## src/rtl/fadd_issue_ctrl_pkg.sv

```systemverilog
// Shared FPU definitions: FP32 field positions, adder latency, op encodings and result record.
package fadd_issue_ctrl_pkg;

  localparam int unsigned FP32_SIGN    = 31;
  localparam int unsigned FP32_EXP_MSB = 30;
  localparam int unsigned FP32_EXP_LSB = 23;
  localparam int unsigned FP32_MAN_MSB = 22;
  localparam int unsigned FP32_MAN_LSB = 0;

  localparam int unsigned FADD_LAT  = 2;
  localparam int unsigned FPU_TAG_W = 5;

  typedef enum logic {
    OpAdd = 1'b0,
    OpSub = 1'b1
  } fadd_op_e;

  typedef struct packed {
    logic [31:0]          y;
    logic [FPU_TAG_W-1:0] tag;
  } fpu_result_t;

  // Subtraction is an add with the second operand's sign flipped.
  function automatic logic [31:0] fp32_apply_op(input logic [31:0] x, input logic op);
    return {x[FP32_SIGN] ^ (op == OpSub),
            x[FP32_EXP_MSB:FP32_EXP_LSB],
            x[FP32_MAN_MSB:FP32_MAN_LSB]};
  endfunction

endpackage

```

## src/rtl/fpu_result_fifo.sv

```systemverilog
// First-word-fall-through result FIFO with synchronous flush and occupancy count.
module fpu_result_fifo #(
  parameter int unsigned DEPTH = 4,
  parameter int unsigned WIDTH = 37
) (
  input  logic                     clk,
  input  logic                     rstn,
  input  logic                     flush,
  input  logic                     push,
  input  logic [WIDTH-1:0]         push_data,
  input  logic                     pop,
  output logic                     valid,
  output logic [WIDTH-1:0]         head,
  output logic [$clog2(DEPTH):0]   count
);

  localparam int unsigned PtrW = $clog2(DEPTH);

  logic [WIDTH-1:0] mem_q [DEPTH];
  logic [PtrW-1:0]  wr_ptr_q, rd_ptr_q;
  logic [PtrW:0]    count_q;
  logic             do_pop;

  assign valid  = (count_q != '0);
  assign do_pop = pop & valid;
  assign head   = mem_q[rd_ptr_q];
  assign count  = count_q;

  // Callers guarantee a free slot for every push, so push is not gated on full.
  always_ff @(posedge clk or negedge rstn) begin
    if (!rstn) begin
      wr_ptr_q <= '0;
      rd_ptr_q <= '0;
      count_q  <= '0;
      for (int unsigned i = 0; i < DEPTH; i++) begin
        mem_q[i] <= '0;
      end
    end else if (flush) begin
      wr_ptr_q <= '0;
      rd_ptr_q <= '0;
      count_q  <= '0;
    end else begin
      if (push) begin
        mem_q[wr_ptr_q] <= push_data;
        wr_ptr_q        <= wr_ptr_q + 1'b1;
      end
      if (do_pop) begin
        rd_ptr_q <= rd_ptr_q + 1'b1;
      end
      if (push && !do_pop) begin
        count_q <= count_q + 1'b1;
      end else if (!push && do_pop) begin
        count_q <= count_q - 1'b1;
      end
    end
  end

endmodule

```

## src/rtl/fadd_issue_ctrl.sv

```systemverilog
// Valid/ready issue wrapper for the pipelined FP32 adder: tag pipe, credit check and result FIFO.
module fadd_issue_ctrl
  import fadd_issue_ctrl_pkg::*;
#(
  parameter int unsigned DEPTH = 4,
  parameter int unsigned TAG_W = FPU_TAG_W,
  parameter int unsigned LAT   = FADD_LAT
) (
  input  logic                   clk,
  input  logic                   rstn,
  input  logic                   flush,
  input  logic                   in_valid,
  output logic                   in_ready,
  input  logic                   in_op,
  input  logic [31:0]            in_x1,
  input  logic [31:0]            in_x2,
  input  logic [TAG_W-1:0]       in_tag,
  output logic [31:0]            fa_x1,
  output logic [31:0]            fa_x2,
  input  logic [31:0]            fa_y,
  output logic                   out_valid,
  input  logic                   out_ready,
  output logic [31:0]            out_y,
  output logic [TAG_W-1:0]       out_tag,
  output logic [$clog2(DEPTH):0] count
);

  localparam int unsigned CntW = $clog2(DEPTH) + 1;
  localparam int unsigned ResW = 32 + TAG_W;
  localparam logic [CntW:0] DepthLim = (CntW + 1)'(DEPTH);

  logic [LAT-1:0]   pipe_vld_q;
  logic [TAG_W-1:0] pipe_tag_q [LAT];
  logic [CntW:0]    inflight;
  logic [CntW:0]    credit_sum;
  logic             accept;
  logic [ResW-1:0]  push_data;
  logic [ResW-1:0]  head;

  assign fa_x1 = in_x1;
  assign fa_x2 = fp32_apply_op(in_x2, in_op);

  always_comb begin
    inflight = '0;
    for (int unsigned i = 0; i < LAT; i++) begin
      inflight = inflight + (CntW + 1)'(pipe_vld_q[i]);
    end
  end

  // Every in-flight op already owns a FIFO slot; a same-cycle pop is deliberately not credited.
  assign credit_sum = {1'b0, count} + inflight;
  assign in_ready   = !flush && (credit_sum < DepthLim);
  assign accept     = in_valid & in_ready;

  always_ff @(posedge clk or negedge rstn) begin
    if (!rstn) begin
      pipe_vld_q <= '0;
      for (int unsigned i = 0; i < LAT; i++) begin
        pipe_tag_q[i] <= '0;
      end
    end else begin
      pipe_vld_q[0] <= accept;
      pipe_tag_q[0] <= in_tag;
      for (int unsigned i = 1; i < LAT; i++) begin
        pipe_vld_q[i] <= pipe_vld_q[i-1] & ~flush;
        pipe_tag_q[i] <= pipe_tag_q[i-1];
      end
    end
  end

  assign push_data = {fa_y, pipe_tag_q[LAT-1]};

  fpu_result_fifo #(
    .DEPTH (DEPTH),
    .WIDTH (ResW)
  ) u_result_fifo (
    .clk       (clk),
    .rstn      (rstn),
    .flush     (flush),
    .push      (pipe_vld_q[LAT-1]),
    .push_data (push_data),
    .pop       (out_ready),
    .valid     (out_valid),
    .head      (head),
    .count     (count)
  );

  assign out_y   = head[ResW-1:TAG_W];
  assign out_tag = head[TAG_W-1:0];

endmodule

```

## config.mk

```make
export PLATFORM = sky130hd
export DESIGN_NAME = fadd_issue_ctrl
export DESIGN_NICKNAME = d
export VERILOG_FILES = /design/src/rtl/fadd_issue_ctrl_pkg.sv /design/src/rtl/fpu_result_fifo.sv /design/src/rtl/fadd_issue_ctrl.sv
export SDC_FILE = /design/constraint.sdc
export NUM_CORES = 1
export LEC_CHECK = 0
export CELL_PAD_IN_SITES_DETAIL_PLACEMENT = 1
export CELL_PAD_IN_SITES_GLOBAL_PLACEMENT = 1
export CORE_MARGIN = 5
export CORE_UTILIZATION = 55
export DETAILED_ROUTE_END_ITERATION = 8
export DONT_BUFFER_PORTS = 1
export GPL_ROUTABILITY_DRIVEN = 1
export PLACE_DENSITY_LB_ADDON = 0.12
export SYNTH_ARGS = -nofsm -noshare
export SYNTH_HDL_FRONTEND = slang
export SYNTH_SLANG_ARGS = --single-unit
```

## constraint.sdc

```tcl
create_clock -name clk -period 5.75 [get_ports clk]
set_input_delay 1.15 -clock clk [delete_from_list [all_inputs] [get_ports clk]]
set_output_delay 1.15 -clock clk [all_outputs]
set_load 0.005 [all_outputs]
```

==> flow_summary.toml, run 1 <==
[synth]
syn_area_mm2 = 0.00823
ys_warn_count = 0
syn-instance-count = 488
synth_common_cells = "dfrtp_1 (167), mux2_4 (120), buf_4 (64), mux4_2 (37), mux2_1 (28)"
dominantRegCellSynth = "dfrtp_1"
async_flop_share_pct = 100
synth_area_leaders = "dfrtp_1 (51%), mux2_4 (22%), mux4_2 (10%)"
yosysMostFrequentCell = "dfrtp_1"
yosysTopAreaCell = "dfrtp_1"
synth_area_per_cell_um2 = 16.9
ys_seq_area_share_pct = 50.8
synth_edf_count = 0
ys_types = 35
synth_top_area_share_pct = 50.8
synth-seq-cells = 167
syn_nets = 601

[clocking]
cts.repair.resized = 0
clk_latency_ns = 0.42
cts_tree = "built"
cts_setup_buffers = 0
ctsHoldBuffers = 0
clk_pin_slew_ns = 0.06
cts-root-buf = "clkbuf_16"
clock_path_buffers = 2
cts_buffers = 17
cts_sinks = 167
cts-htree-levels = 4

[sta]
rsz0062_at_grt = "false"
finalCritPeriodShare_pct = 61.2
worst_pin_slew_ns = 1.04
final.min_clock_period_ns = 3.52
fmax_ghz = 0.284
tns_ns = 0
hold_viol_final = 0
maxSlewViolCount = 0
slew_headroom_pct = 30.4
skew_ns = 0.0113
setup_viol = 0

[die]
dieArea_mm2 = 0.0175
io-pin-count = 213
start_util_pct = 56.4
rows = 44
die_y_um = 132
die_w_um = 132
coreArea_mm2 = 0.0146

[routing]
num_vias = 3789
ant_nets = 0
drt_iter0_markers = 180
post_drt_wl_per_cell_um = 25.2
wl_um = 15600
drc = 0
drt_pass1_iterations = 4
viasPerCell = 6.13

[worst_hold_path]
hold_path_depth = 0
min_to = "pipe_tag_q[1]"
holdCritStartpoint = "pipe_tag_q[6]"
hold_class = "flip-flop to flip-flop"

[global_routing]
overflow = 0
grt_max_degree = 168
grt_pass1_vias = 4433
grt_pass1_wl_um = 25500
grt_use_total_pct = 18.6
antenna_found_initial = 1

[critical_path]
worstPathRequired_ns = 4.60
ff2ff_path_depth = 3
critPathArrivalTime_ns = 2.37
r2r_start = "pipe_vld_q[1]"
rrSetupSlack_ns = 3.40
crit_type = "flip-flop to primary output"
worstSetupEndpointType = "primary output"
worstReg2RegEnd = "u_result_fifo.mem_q[112]"
cp_max_fo = 20
cp-start-kind = "flip-flop"

[job]
maxCapViolations = 0

[placement]
portBuffers = 0
dp_hpwl_um = 9080
gp_congestion = 0.764
placed_cells = 587

[cells_and_area]
drive_above_1_share_pct = 44.7
final_nets = 535
syn_to_final_growth_pct = 2.05
antenna_cells = 0
final_cells = 618

[power_and_ir_drop]
leakage_nw = 4.16
power_mw = 3.58
power.density_cell_area_mw_per_mm2 = 426
peakVddDrop_mv = 0.297

[status]
outcome = "complete, no violations"
metal layers:
metal | share of wire [%] | global-route usage, %
met2 | 47 | 28.7
met1 | 43 | 23.6
met4 | 2.1 | 6.11
met3 | 7.6 | 8.21
met5 | 0.083 | 0
state kept, by name, summed over array words and instances, names as in the netlist:
register and flops:
pipe_tag_q 10, pipe_vld_q 2, u_result_fifo.count 3, u_result_fifo.mem_q 148, u_result_fifo.rd_ptr_q 2, u_result_fifo.wr_ptr_q 2
power breakdown:
group | internal (mW) | total, mW | leakage (nW) | switching, mW
Clock | 0.734 | 1.18 | 0.290 | 0.450
Sequential | 1.39 | 1.59 | 2.21 | 0.200
Combinational | 0.542 | 0.812 | 1.66 | 0.270
placed cells by master, fill, tap and decap left out, drive strengths merged:
cell type / instances
o32a: 1
nor2b: 3
or3: 1
o21a: 1
or2: 1
fa: 1
mux2i: 1
nand2: 4
inv: 5
nor2: 6
nand4: 1
o31ai: 1
xnor2: 3
buf: 1
mux2: 148
clkbuf: 22
o311ai: 1
xor2: 3
clkinv: 3
nand4b: 1
and2: 2
a21oi: 2
nand3: 1
dfrtp: 167
mux4: 37
o21ai: 1
or4: 1
a21bo: 1
ha: 5
nand2b: 1
bufinv: 4
a32oi: 1
clkinvlp: 2
or4b: 1
cell families after synthesis:
family,after synthesis,synth area share [%]
muxes,186,36.0
DFF,167,50.8
and+or+nand+nor,23,2.34
buffers and inverters,91,8.43
adders and majority gates,6,1.00
AOI/OAI and AO/OA,9,0.881
xor gates and xnor gates,6,0.638
how the worst max path moves through the flow:
| stage | from | depth (start not counted) | to |
|---|---|---|---|
| 2_1_floorplan | flush | 3 | in_ready |
| 3_3_place_gp | u_result_fifo.rd_ptr_q[0] | 2 | out_tag[4] |
| 3_5_place_dp | u_result_fifo.rd_ptr_q[0] | 2 | out_tag[2] |
| 4_1_cts | u_result_fifo.rd_ptr_q[0] | 2 | out_tag[2] |
| 5_1_grt | u_result_fifo.rd_ptr_q[0] | 2 | out_tag[2] |
| 6_report | u_result_fifo.rd_ptr_q[0] | 2 | out_tag[2] |
worst max-delay path: stages, from the launching register on:
cell     delay [ns]
dfrtp_2        0.83
buf_4          0.50
mux4_2         0.62
final cells by class:
class	instances	area, µm²
tap	184	230
sequential	167	4180
multi-input combinational	230	3360
fill	1283	6190
clock buffer	22	454
clock inverter	9	150
inverter	5	18.8
timing repair buffer	1	7.51
stage by stage:
stage               utilization [%]  hold WS [ns]  cell area, µm²  worst slack [ns]
detailed placement             53.5         0.339            7800              2.54
finish                         57.6         0.350            8400              2.23
floorplan                         -         0.331            8230              2.99
global placement               53.5         0.335            7800              2.62
global route                   57.6         0.360            8400              2.01
CTS                            57.6         0.353            8400              2.08
No activity file was read; power rests on OpenSTA's default activity.
==> run 2, diff against run 1 <==
--- a/config.mk
+++ b/config.mk
@@ -8,7 +8,7 @@
 export CELL_PAD_IN_SITES_DETAIL_PLACEMENT = 1
 export CELL_PAD_IN_SITES_GLOBAL_PLACEMENT = 1
 export CORE_MARGIN = 5
-export CORE_UTILIZATION = 55
+export CORE_UTILIZATION = 52
 export DETAILED_ROUTE_END_ITERATION = 8
 export DONT_BUFFER_PORTS = 1
 export GPL_ROUTABILITY_DRIVEN = 1
==> constraint.sdc (replaced) <==
create_clock -name clk -period 3.5 [get_ports clk]
set_input_delay 0.7 -clock clk [delete_from_list [all_inputs] [get_ports clk]]
set_output_delay 0.7 -clock clk [all_outputs]
set_load 0.005 [all_outputs]
==> flow_summary.toml, run 2 (synthesized netlist as in run 1, its figures left out) <==
[die]
io-pin-count = 213
dieArea_mm2 = 0.0185
coreArea_mm2 = 0.0157
start_util_pct = 52.4
rows = 46
die_w_um = 136
die_y_um = 136

[power_and_ir_drop]
power.density_cell_area_mw_per_mm2 = 701
power.share.switching_pct = 26.0
leakage_nw = 4.18
clkPwrFrac_pct = 33.0
power.switching_mw = 1.55
p_int_mw = 4.40
power_mw = 5.95
peakVddDrop_mv = 0.423
seq_power_share_pct = 42.8
combPwrFrac_pct = 24.2

[clocking]
clk_pin_slew_ns = 0.06
cts_sinks = 167
cts-htree-levels = 4
cts_buffers = 17
clock_path_buffers = 2
cts_tree = "built"
cts-root-buf = "clkbuf_16"
clk_latency_ns = 0.44

[cells_and_area]
antenna_cells = 0
final_nets = 537
finish.utilization_pct = 54.0
syn_to_final_growth_pct = 3.07
largest_reg_flops = 148
mostFrequentLayoutCells = "dfrtp_1 (165), mux2_4 (120), mux4_2 (37)"
largest_register = "u_result_fifo.mem_q"
final_common_cell = "dfrtp_1"
drive_above_1_share_pct = 45.3

[status]
violations = "negative hold slack"
outcome = "finished, violations left"

[critical_path]
cp_slowest_cell = "mux4_2"
crit_type = "flip-flop to primary output"
path_cells = "buf_12 > mux4_2"
ff2ff_path_depth = 3
cp-start-kind = "flip-flop"
critPathArrivalTime_ns = 1.91
critPathMaxStageDelay_ns = 0.60
cp_max_fo = 32
worstReg2RegEnd = "u_result_fifo.mem_q[1]"
r2r_start = "pipe_vld_q[1]"
rrSetupSlack_ns = 1.15
worstSetupEndpointType = "primary output"
worstPathRequired_ns = 2.80

[sta]
final.min_clock_period_ns = 2.61
skew_ns = 0.0103
tns_ns = 0
rsz0062_at_grt = "false"
hold_viol_final = 167
holdWs_ns = -0.0437
fmax_ghz = 0.383
maxSlewViolCount = 0
setup_viol = 0
worst_pin_slew_ns = 0.780
slew_headroom_pct = 47.8
finalCritPeriodShare_pct = 74.6

[routing]
num_vias = 3750
drc = 0
drt_iter0_markers = 184
post_drt_wl_per_cell_um = 23.8
ant_nets = 0
drt_pass1_iterations = 4
wl_um = 15600
viasPerCell = 5.74

[global_routing]
antenna_found_initial = 1
grt_use_total_pct = 18.3
overflow = 0
grt_pass1_vias = 4416
grt_max_degree = 168
grt_pass1_wl_um = 25500

[placement]
dp_hpwl_um = 9110
gp_congestion = 0.705
portBuffers = 0

[worst_hold_path]
hold_class = "input port to asynchronous set/reset pin"

[job]
maxCapViolations = 0
-- run 2: cell types whose count changed in the layout (fill, tap and decap cells not counted), sizes merged --
cell    before  now
clkinv       3    2
bufinv       4    3
buf          1    3
clkbuf      22   25
-- run 2: area by class of cell --
| class | count | area (µm²) |
|---|---|---|
| clock buffer | 25 | 505 |
| clock inverter | 7 | 115 |
| fill | 1427 | 7230 |
| inverter | 5 | 18.8 |
| multi-input combinational | 230 | 3360 |
| sequential | 167 | 4180 |
| tap | 216 | 270 |
| timing repair buffer | 3 | 35.0 |
-- run 2: critical path, delay by kind of cell (launching register included) --
family	cells	cell delay [ns]
buffers and inverters	1	0.32
flip-flops	1	0.54
multiplexers	1	0.60
-- run 2: how the worst max path moves through the flow --
| stage | depth (start not counted) | from | to | slack, ns |
|---|---|---|---|---|
| 3_3_place_gp | 3 | flush | u_result_fifo.mem_q[64] | 1.18 |
| 4_1_cts | 2 | u_result_fifo.rd_ptr_q[0] | out_tag[1] | 0.82 |
| 2_1_floorplan | 6 | out_ready | u_result_fifo.count[1] | 1.50 |
| 5_1_grt | 2 | u_result_fifo.rd_ptr_q[0] | out_tag[2] | 0.74 |
| 6_report | 2 | u_result_fifo.rd_ptr_q[0] | out_tag[1] | 0.89 |
| 3_5_place_dp | 3 | pipe_vld_q[1] | u_result_fifo.mem_q[1] | 1.14 |
-- run 2: metal layers --
| metal | wire length (µm) | track usage, % |
|---|---|---|
| met1 | 6410 | 22.9 |
| met2 | 7610 | 28.5 |
| met3 | 1190 | 7.59 |
| met4 | 335 | 7.61 |
| met5 | 11 | 0 |
-- run 2: timing repair --
action | 4_1_cts | 5_1_grt
gates resized for setup | 0 | 0
setup buffers | 0 | 0
hold endpoints to repair | 167 | 167
-- run 2: power by group through the flow --
stage               Clock (mW)  Combinational, mW  Sequential, mW
floorplan                    0               1.33            2.45
global placement             0               1.44            2.55
detailed placement           0               1.48            2.57
CTS                       2.02               1.48            2.55
global route              2.12               1.56            2.60
finish                    1.97               1.44            2.55
-- run 2: stage by stage --
step	cells	setup slack [ns]	hold slack (ns)	area (µm²)
global placement	621	1.18	0.334	7870
finish	653	0.887	-0.0437	8490
global route	653	0.744	-0.0762	8490
detailed placement	621	1.14	0.337	7870
CTS	653	0.815	-0.0696	8490
floorplan	488	1.50	0.331	8230
==> run 3, diff against run 2 <==
--- a/config.mk
+++ b/config.mk
@@ -8,7 +8,7 @@
 export CELL_PAD_IN_SITES_DETAIL_PLACEMENT = 1
 export CELL_PAD_IN_SITES_GLOBAL_PLACEMENT = 1
 export CORE_MARGIN = 5
-export CORE_UTILIZATION = 52
+export CORE_UTILIZATION = 47
 export DETAILED_ROUTE_END_ITERATION = 8
 export DONT_BUFFER_PORTS = 1
 export GPL_ROUTABILITY_DRIVEN = 1
==> constraint.sdc (replaced) <==
create_clock -name clk -period 2.2 [get_ports clk]
set_input_delay 0.44 -clock clk [delete_from_list [all_inputs] [get_ports clk]]
set_output_delay 0.44 -clock clk [all_outputs]
set_load 0.005 [all_outputs]
==> flow_summary.toml, run 3 (synthesized netlist as in run 1, its figures left out) <==
[routing]
drt_iter0_markers = 90
drt_pass1_iterations = 4
wl_um = 15900
drc = 0
num_vias = 3720
post_drt_wl_per_cell_um = 23.8
ant_nets = 0
viasPerCell = 5.58

[clocking]
clk_pin_slew_ns = 0.07
cts_setup_buffers = 0
cts_sinks = 167
cts_buffers = 17
cts.repair.resized = 0
clock_path_buffers = 2
cts-root-buf = "clkbuf_16"
cts_tree = "built"
cts-htree-levels = 4
clk_latency_ns = 0.42

[power_and_ir_drop]
seq_power_share_pct = 41.9
peakVddDrop_mv = 0.575
p_int_mw = 6.98
combPwrFrac_pct = 25.9
power.density_cell_area_mw_per_mm2 = 1110
leakage_nw = 4.20
clkPwrFrac_pct = 32.2
power.share.switching_pct = 26.3
power.switching_mw = 2.49

[global_routing]
grt_pass1_wl_um = 25400
grt_max_degree = 168
grt_use_total_pct = 16.2
overflow = 0
grt_pass1_vias = 4391
antenna_found_initial = 1

[critical_path]
path_cells = "buf_12 > mux4_2"
cp_max_fo = 21
worstPathRequired_ns = 1.76
critPathArrivalTime_ns = 1.65
cp-start-kind = "flip-flop"
crit_type = "flip-flop to primary output"
critPathMaxStageDelay_ns = 0.58
cp_slowest_cell = "mux4_2"
worstSetupEndpointType = "primary output"

[die]
die_w_um = 142
io-pin-count = 213
start_util_pct = 47.8
rows = 48
coreArea_mm2 = 0.0172
die_y_um = 142
dieArea_mm2 = 0.0203

[cells_and_area]
syn_to_final_growth_pct = 3.69
final_common_cell = "dfrtp_1"
final_nets = 543
largest_reg_flops = 148
fill_cells = 1595
mostFrequentLayoutCells = "dfrtp_1 (165), mux2_4 (120), mux4_2 (37)"
largest_register = "u_result_fifo.mem_q"
drive_above_1_share_pct = 46.5
final_cells = 667

[placement]
place_ws_ns = 0.271
portBuffers = 0
gp_congestion = 0.720
placed_cells = 636
dp_hpwl_um = 9420

[sta]
final.min_clock_period_ns = 2.09
fmax_ghz = 0.479
slew_headroom_pct = 68.1
skew_ns = 0.00578
finalCritPeriodShare_pct = 94.8
setup_ws_ns = 0.114
maxSlewViolCount = 0
rsz0062_at_grt = "false"
hold_viol_final = 167
worst_pin_slew_ns = 0.478
tns_ns = 0
holdWs_ns = -0.288
setup_viol = 0

[worst_hold_path]
hold_class = "input port to asynchronous set/reset pin"

[job]
maxCapViolations = 0

[status]
violations = "negative hold slack"
outcome = "finished, violations left"
==> run 3: cell types whose count changed in the layout (fill, tap and decap cells not counted) <==
| cell | before | now |
|---|---|---|
| buf_4 | 2 | 7 |
| clkbuf_1 | 3 | 0 |
| clkbuf_8 | 5 | 2 |
| clkinvlp_4 | 2 | 4 |
| inv_6 | 0 | 2 |
| buf_12 | 1 | 2 |
| diode_2 | 0 | 1 |
==> run 3: per-layer routing <==
layer  wire length, µm  vias to the layer above  global-route usage, %
met5                 0                        -                      0
met4               258                        0                   5.35
met3              1030                       44                   5.24
met2              7700                      110                   26.1
met1              6870                     1986                   21.0
li1                  -                     1580                      -
==> run 3: critical path, delay by kind of cell (launching register included) <==
kind / cells / cell delay, ns
mux: 1 / 0.58
flops: 1 / 0.41
buf+inv: 1 / 0.23
==> run 3: path summary, 6_finish.rpt <==
path | endpoint | cells past startpoint | startpoint | slack (ns)
max | out_y[22] | 2 | u_result_fifo.rd_ptr_q[0] | 0.11
min | u_result_fifo.mem_q[146] | 0 | rstn | -0.29
max reg2reg | u_result_fifo.count[1] | 6 | u_result_fifo.count[2] | 0.29
min reg2reg | pipe_tag_q[4] | 0 | pipe_tag_q[9] | 0.35
max in group asynchronous | u_result_fifo.rd_ptr_q[0] | 0 | rstn | 2.26
min in group clk | pipe_tag_q[7] | 0 | in_tag[2] | 0.05
==> run 3: through the flow <==
stage                     hold WS [ns]  total power, mW  utilization (%)  instance area (µm²)
after global placement           0.150             6.45             46.0                 7940
after detailed placement         0.150             6.54             46.0                 7940
after global routing            -0.317             10.0             49.5                 8540
after floorplan                  0.144             6.02                -                 8230
final                           -0.288             9.47             49.5                 8540
after CTS                       -0.306             9.64             49.5                 8540
==> run 3: cell type report <==
| type | count | area, µm² | area share [%] |
|---|---|---|---|
| well taps | 225 | 282 | 3.30 |
| inverters | 5 | 18.8 | 0.220 |
| multi-input cells | 230 | 3360 | 39.4 |
| flip-flops and latches | 167 | 4180 | 49.0 |
| repair buffers | 9 | 92.6 | 1.08 |
| diodes | 1 | 2.50 | 0.0293 |
| clock buffers | 19 | 453 | 5.30 |
| clock inverters | 11 | 148 | 1.73 |
==> run 3: power groups by stage <==
stage | clock (mW) | combinational (mW) | sequential [mW]
6_report | 3.05 | 2.46 | 3.97
5_1_grt | 3.29 | 2.67 | 4.04
4_1_cts | 3.14 | 2.54 | 3.97
3_5_place_dp | 0 | 2.53 | 4.01
3_3_place_gp | 0 | 2.48 | 3.97
2_1_floorplan | 0 | 2.12 | 3.90
